--- config.mk ---
export PLATFORM = sky130hd
export DESIGN_NAME = pipeline_unit_elastic
export DESIGN_NICKNAME = d
export VERILOG_FILES = /design/src/rtl/pipeline_unit_elastic.sv
export SDC_FILE = /design/constraint.sdc
export NUM_CORES = 1
export LEC_CHECK = 0
export CORE_MARGIN = 2
export CORE_UTILIZATION = 30
export DETAILED_ROUTE_END_ITERATION = 6
export MAX_ROUTING_LAYER = met4
export PLACE_DENSITY = 0.57
export REMOVE_ABC_BUFFERS = 1
export SLEW_MARGIN = 10
export SYNTH_ARGS = -nofsm -noshare
export SYNTH_HDL_FRONTEND = slang
export SYNTH_SLANG_ARGS = --single-unit
--- constraint.sdc ---
create_clock -name clk -period 3.5 [get_ports clk]
set_input_delay 0.875 -clock clk [delete_from_list [all_inputs] [get_ports clk]]
set_output_delay 0.875 -clock clk [all_outputs]
set_load 0.05 [all_outputs]
--- src/rtl/pipeline_unit_elastic.sv ---
// pipeline_unit_elastic: elastic valid/ready register pipeline with global stall,
// immediate or wavefront flush, delayed flush marker and registered occupancy.
module pipeline_unit_elastic #(
  parameter int DATA_W     = 32,
  parameter int DEPTH      = 3,
  parameter int FLUSH_MODE = 0
) (
  input  logic                         clk,
  input  logic                         reset_n,
  input  logic [DATA_W-1:0]            in_data,
  input  logic                         in_valid,
  output logic                         in_ready,
  input  logic                         flush,
  input  logic                         stall,
  output logic [DATA_W-1:0]            out_data,
  output logic                         out_valid,
  input  logic                         out_ready,
  output logic                         out_flush,
  output logic [$clog2(DEPTH+1)-1:0]   occupancy
);
  localparam int OW = $clog2(DEPTH+1);
  logic [DEPTH:1] v, v_nxt, adv, clr, fp, fp_nxt, src_v;
  logic [DATA_W-1:0] d     [1:DEPTH];
  logic [DATA_W-1:0] d_nxt [1:DEPTH];
  logic [DATA_W-1:0] src_d [1:DEPTH];
  logic [OW-1:0] cnt;
  // a stage advances when it is empty or everything downstream of it advances
  always_comb begin
    logic nxt;
    nxt = out_ready;
    adv = '0;
    for (int k = DEPTH; k >= 1; k--) begin
      adv[k] = ~stall & (~v[k] | nxt);
      nxt = adv[k];
    end
  end
  assign in_ready  = adv[1] & ~flush;
  assign out_valid = v[DEPTH] & ~stall;
  assign out_data  = d[DEPTH];
  assign out_flush = fp[DEPTH];
  always_comb begin
    src_v    = '0;
    src_v[1] = in_valid & in_ready;
    src_d[1] = in_data;
    clr      = '0;
    clr[1]   = flush;
    fp_nxt   = '0;
    fp_nxt[1] = flush;
    for (int k = 2; k <= DEPTH; k++) begin
      src_v[k]  = v[k-1];
      src_d[k]  = d[k-1];
      clr[k]    = (FLUSH_MODE != 0) ? fp[k-1] : flush;
      fp_nxt[k] = fp[k-1];
    end
  end
  // a cleared stage takes nothing that cycle; data only moves behind a valid bit
  always_comb begin
    v_nxt = v;
    d_nxt = d;
    cnt   = '0;
    for (int k = 1; k <= DEPTH; k++) begin
      if (clr[k]) begin
        v_nxt[k] = 1'b0;
        d_nxt[k] = '0;
      end else if (adv[k]) begin
        v_nxt[k] = src_v[k];
        d_nxt[k] = src_v[k] ? src_d[k] : d[k];
      end
      cnt = cnt + OW'(v_nxt[k]);
    end
  end
  always_ff @(posedge clk or negedge reset_n) begin
    if (!reset_n) begin
      v         <= '0;
      d         <= '{default: '0};
      fp        <= '0;
      occupancy <= '0;
    end else begin
      v         <= v_nxt;
      d         <= d_nxt;
      fp        <= fp_nxt;
      occupancy <= cnt;
    end
  end
endmodule

==> results.yml, run 1 <==
grt:
  grt_pass1_wl_mm: 15.88
  grt_max_degree: 133
  grt_overflow_total: 0
  first_global_vias: 3077
  track_usage: 0.1182
  antenna_found_initial: 0
routing:
  routed_wl_mm: 9.394
  vias_per_cell: 4.242
  wl_per_cell_um: 14.15
  ant_nets: 0
  route.detailed.drc: 0
  dr.pass1.iters: 6
  routed-via-count: 2817
  drt_iter0_markers: 113
clock_network:
  tritoncts.num_buffers: 9
  cts_tree: "built"
  worstSkewPairLatency_ns: 0.34
  clockRootBuffer: "clkbuf_16"
  cts_resized: 0
  htreeDepth: 3
  cts.sinks: 104
  cts_setup_buffers: 0
  ctsHoldBuffers: 0
  clkSlewWorstSetupHoldPaths_ns: 0.07
  cts_buffer_depth: 2
sta:
  tns_ns: 0
  setup_slack_ns: 0.4844
  tightestPinTransition_ns: 0.6519
  fin_skew_ns: 0.005455
  fin_crit_ns: 3.016
  slew_viol_final: 0
  min_period_over_period: 0.8616
  hold_violations: 0
  slew-limit-headroom: 0.5654
  rsz0062_at_grt: "false"
  fmaxAchievable_mhz: 331.6
  setup_viol: 0
logic_synthesis:
  syn_inst: 405
  ys_types: 23
  synthSimpleGateAreaFrac: 0.1816
  synthMuxAreaShare: 0.1932
  netlist_area_um2: 4974
  synthAdderAreaFrac: 0.004025
  synth_compound_area_frac: 0.01208
  yosysSeqAreaShare: 0.5233
  synth-seq-cells: 104
  syn_area_per_cell_um2: 12.28
  synth_top_family_by_area: "multiplexers"
  yosys_warnings: 0
  synthXorXnorAreaFrac: 0
flow_run:
  maxCapViolations: 0
setup_path:
  critPathArrivalTime_ns: 2.14
  worstPathRequired_ns: 2.62
  critical_path.startpoint_type: "input port"
  end_kind: "output port"
  critPathKind: "input port to output port"
  crit_fanout: 4
floorplan:
  start_util: 0.3031
  fp.coreArea_um2: 16410
  io_pins: 75
  rows: 47
  die_h_um: 132.8
  die_x_um: 132.8
  dieArea_um2: 17620
power:
  p_per_area_nw_per_um2: 406.2
  peakVddDrop_mv: 0.2056
  p_leak_nw: 2.632
final_layout:
  multiInputGateArea_um2: 1944
  utilization: 0.3615
  area_delta_synth_final_pct: 19.25
  antennaDiodeCount: 0
  final_cell_mix: "nand2b_1 (129), dfrtp_1 (104), mux2i_1 (96)"
  fill_cells: 1598
  fin_nets: 478
  layout_commonest_cell: "nand2b_1"
  regArea_um2: 2603
  drive_above_1_share: 0.07207
placement:
  dpl.hpwl_mm: 5.757
  portBuffers: 74
  place_ws_ns: 0.4871
  place.gp.congestion: 0.7542
worst_hold_path:
  hold_class: "register to register"
outcome:
  status: "finished clean"
synthesized netlist by cell type (all sizes together):
master / n / share of area
a21oi: 3 / 0.0030
a311oi: 1 / 0.0018
a31oi: 1 / 0.0043
and3: 1 / 0.0015
and3b: 1 / 0.0025
buf: 42 / 0.074
clkbuf: 14 / 0.011
dfrtp: 104 / 0.52
fa: 1 / 0.0040
inv: 2 / 0.0015
mux2i: 96 / 0.19
nand2: 1 / 0.00075
nand2b: 131 / 0.17
nand3: 1 / 0.0020
nor2: 1 / 0.0040
nor2b: 2 / 0.0040
o21ai: 3 / 0.0030
stage by stage:
stage | cells | cell area (µm²) | hold slack, ns | total power, W
final | 664 | 5931 | 0.3530 | 0.002409
after global routing | 664 | 5931 | 0.3666 | 0.002511
after CTS | 664 | 5931 | 0.3560 | 0.002461
after detailed placement | 648 | 5645 | 0.3393 | 0.001470
after global placement | 648 | 5645 | 0.3341 | 0.001465
after floorplan | 349 | 4554 | 0.3312 | 0.001351
worst max-delay path: stages:
cell	delay (ns)
clkdlybuf4s50_1	0.57
nor2b_4	0.08
a311oi_1	0.42
buf_12	0.19
cells by family (layout without fill, tap and decap cells):
group / count (synthesis) / after routing
compound gates: 8 / 8
simple gates: 138 / 138
fa+ha+maj: 1 / 1
buf+inv: 58 / 97
mux: 96 / 96
flops: 104 / 104
layout make-up:
class,count,area share
Clock buffer,12,0.04325
Clock inverter,4,0.004852
Inverter,2,0.001266
Multi-Input combinational cell,243,0.3278
Sequential cell,104,0.4388
Tap cell,220,0.04641
Timing Repair Buffer,79,0.1376
power breakdown:
| part | leakage, nW | switching, W | internal [W] |
|---|---|---|---|
| logic | 1.07 | 0.000104 | 0.000102 |
| registers | 1.43 | 0.00000851 | 0.00123 |
| clock network | 0.135 | 0.000446 | 0.000522 |
| total | 2.63 | 0.000559 | 0.00185 |
path summary, 6_finish.rpt:
kind                                start           end  slack [ns]  depth (start not counted)
min in group asynchronous         reset_n         d[88]        0.55                          1
max in group asynchronous         reset_n         d[38]        2.22                          2
worst min-delay path                fp[1]         fp[2]        0.35                          0
worst max register to register       v[2]  occupancy[0]        1.79                          4
worst max-delay path            out_ready      in_ready        0.48                          4
worst min register to register      fp[1]         fp[2]        0.35                          0
flip-flops by register name, summed over array words and instances, names as in the netlist:
| signal | cells |
|---|---|
| d | 64 |
| fp | 3 |
| occupancy | 2 |
| v | 3 |
| out_data | 32 |
routing by layer:
metal  track usage  up-vias  routed length [µm]
li1              -     1356                   -
met1        0.1447     1409                4453
met2        0.1880       43                4562
met3       0.02835        9                 256
met4       0.04839        0                 122
met5             -        -                   0
(Power assumes the default switching activity.)
==> run 2: changes to the inputs <==
--- a/config.mk
+++ b/config.mk
@@ -8,9 +8,9 @@
 export CORE_MARGIN = 2
 export CORE_UTILIZATION = 30
 export DETAILED_ROUTE_END_ITERATION = 6
-export MAX_ROUTING_LAYER = met4
 export PLACE_DENSITY = 0.57
 export REMOVE_ABC_BUFFERS = 1
+export SETUP_SLACK_MARGIN = 0.3
 export SLEW_MARGIN = 10
 export SYNTH_ARGS = -nofsm -noshare
 export SYNTH_HDL_FRONTEND = slang
==> results.yml, run 2 (same netlist as run 1, synthesis figures left out) <==
setup_path:
  ff2ff_path_depth: 4
  reg2reg_slack_ns: 1.79
  crit_chain: "clkdlybuf4s50_1, nor2b_4, a311oi_1, buf_12"
  reg2reg_to: "occupancy[0]"
  endpoint: "in_ready"
  r2r-start: "v[2]"
  worstPathRequired_ns: 2.62
  crit_buf_inv: 2
  critPathKind: "input port to output port"
  crit_fanout: 4
  slowest_delay_ns: 0.57
  end_kind: "output port"
  cp_top_family: "buffers and inverters"
  crit_start: "out_ready"
  critical_path.startpoint_type: "input port"
  slowest_stage: "clkdlybuf4s50_1"
  critPathArrivalTime_ns: 2.14
  cp.depth: 4
floorplan:
  die_x_um: 132.8
  start_util: 0.3031
  rows: 47
  io_pins: 75
  die_h_um: 132.8
  dieArea_um2: 17620
  fp.coreArea_um2: 16410
sta:
  fin_skew_ns: 0.004725
  rsz0062_at_grt: "false"
  timing.hold.ws_ns: 0.3531
  slew-limit-headroom: 0.5665
  fin_crit_ns: 3.016
  min_period_over_period: 0.8616
  tightestPinTransition_ns: 0.6502
  fmaxAchievable_mhz: 331.6
  setup_viol: 0
  hold_violations: 0
  tns_ns: 0
  slew_viol_final: 0
routing:
  drt_iter0_markers: 111
  ant_nets: 0
  wl_per_cell_um: 14.16
  route.detailed.drc: 0
  vias_per_cell: 4.239
  routed-via-count: 2815
  dr.pass1.iters: 6
  routed_wl_mm: 9.402
grt:
  first_global_vias: 3091
  track_usage: 0.1142
  grt_overflow_total: 0
  grt_pass1_wl_mm: 15.86
  grt_max_degree: 133
  antenna_found_initial: 0
final_layout:
  fin_nets: 478
  largest_reg_flops: 64
  area_delta_synth_final_pct: 19.25
  final_area_um2: 5931
  fill_cells: 1598
  final_cell_mix: "nand2b_1 (129), dfrtp_1 (104), mux2i_1 (96)"
  layout_commonest_cell: "nand2b_1"
  drive_above_1_share: 0.07207
  antennaDiodeCount: 0
  top_register: "d"
clock_network:
  htreeDepth: 3
  ctsHoldBuffers: 0
  cts_setup_buffers: 0
  worstSkewPairLatency_ns: 0.34
  cts_buffer_depth: 2
  tritoncts.num_buffers: 9
  cts.sinks: 104
  clockRootBuffer: "clkbuf_16"
  clkSlewWorstSetupHoldPaths_ns: 0.07
  cts_tree: "built"
  cts_resized: 0
power:
  p_switching_w: 0.0005619
  pwr-share-comb: 0.085
  clkPwrFrac: 0.403
  switching_share: 0.2330
  peakVddDrop_mv: 0.2096
  p_per_area_nw_per_um2: 406.6
  power_frac_seq: 0.512
  power_w: 0.002412
  p_leak_nw: 2.632
  internal_power_w: 0.001850
placement:
  portBuffers: 74
  dpl_cell_area_um2: 5645
  dpl.hpwl_mm: 5.757
  place.gp.congestion: 0.7447
outcome:
  status: "finished clean"
flow_run:
  maxCapViolations: 0
worst_hold_path:
  hold_class: "register to register"
-- run 2: how the worst min path moves through the flow --
stage / startpoint / slack [ns] / cells after the start / endpoint
after CTS: fp[2] / 0.36 / 0 / fp[3]
after global placement: fp[1] / 0.33 / 0 / fp[2]
after floorplan: fp[1] / 0.33 / 0 / fp[2]
final: fp[1] / 0.35 / 0 / fp[2]
after detailed placement: fp[2] / 0.34 / 0 / fp[3]
after global routing: fp[1] / 0.37 / 0 / fp[2]
-- run 2: routing by layer --
layer	routed length [µm]	part of all wire	GRT usage
met1	4435	0.47	0.1433
met2	4498	0.48	0.1883
met3	294	0.031	0.02797
met4	174	0.019	0.04839
met5	0	0	0
-- run 2: metrics by stage --
step	setup slack, ns	util	std cells
after detailed placement	0.4871	0.3441	648
final	0.4844	0.3615	664
after global routing	0.4562	0.3615	664
after CTS	0.4869	0.3615	664
after global placement	0.5097	0.3441	648
after floorplan	0.4471	-	349
-- run 2: final cells by class --
type                    count  area (µm²)  share of cell area
flip-flops and latches    104        2603              0.4388
multi-input cells         243        1944              0.3278
repair buffers             79       815.8              0.1376
well taps                 220       275.3             0.04641
clock buffers              12       256.5             0.04325
clock inverters             4       28.78            0.004852
inverters                   2       7.507            0.001266
-- run 2: power groups by stage --
stage	sequential (W)	clock (W)	combinational, W
2_1_floorplan	0.00126	0	0.0000877
6_report	0.00123	0.000971	0.000206
4_1_cts	0.00123	0.00101	0.000213
3_5_place_dp	0.00126	0	0.000212
3_3_place_gp	0.00126	0	0.000208
5_1_grt	0.00124	0.00104	0.000228
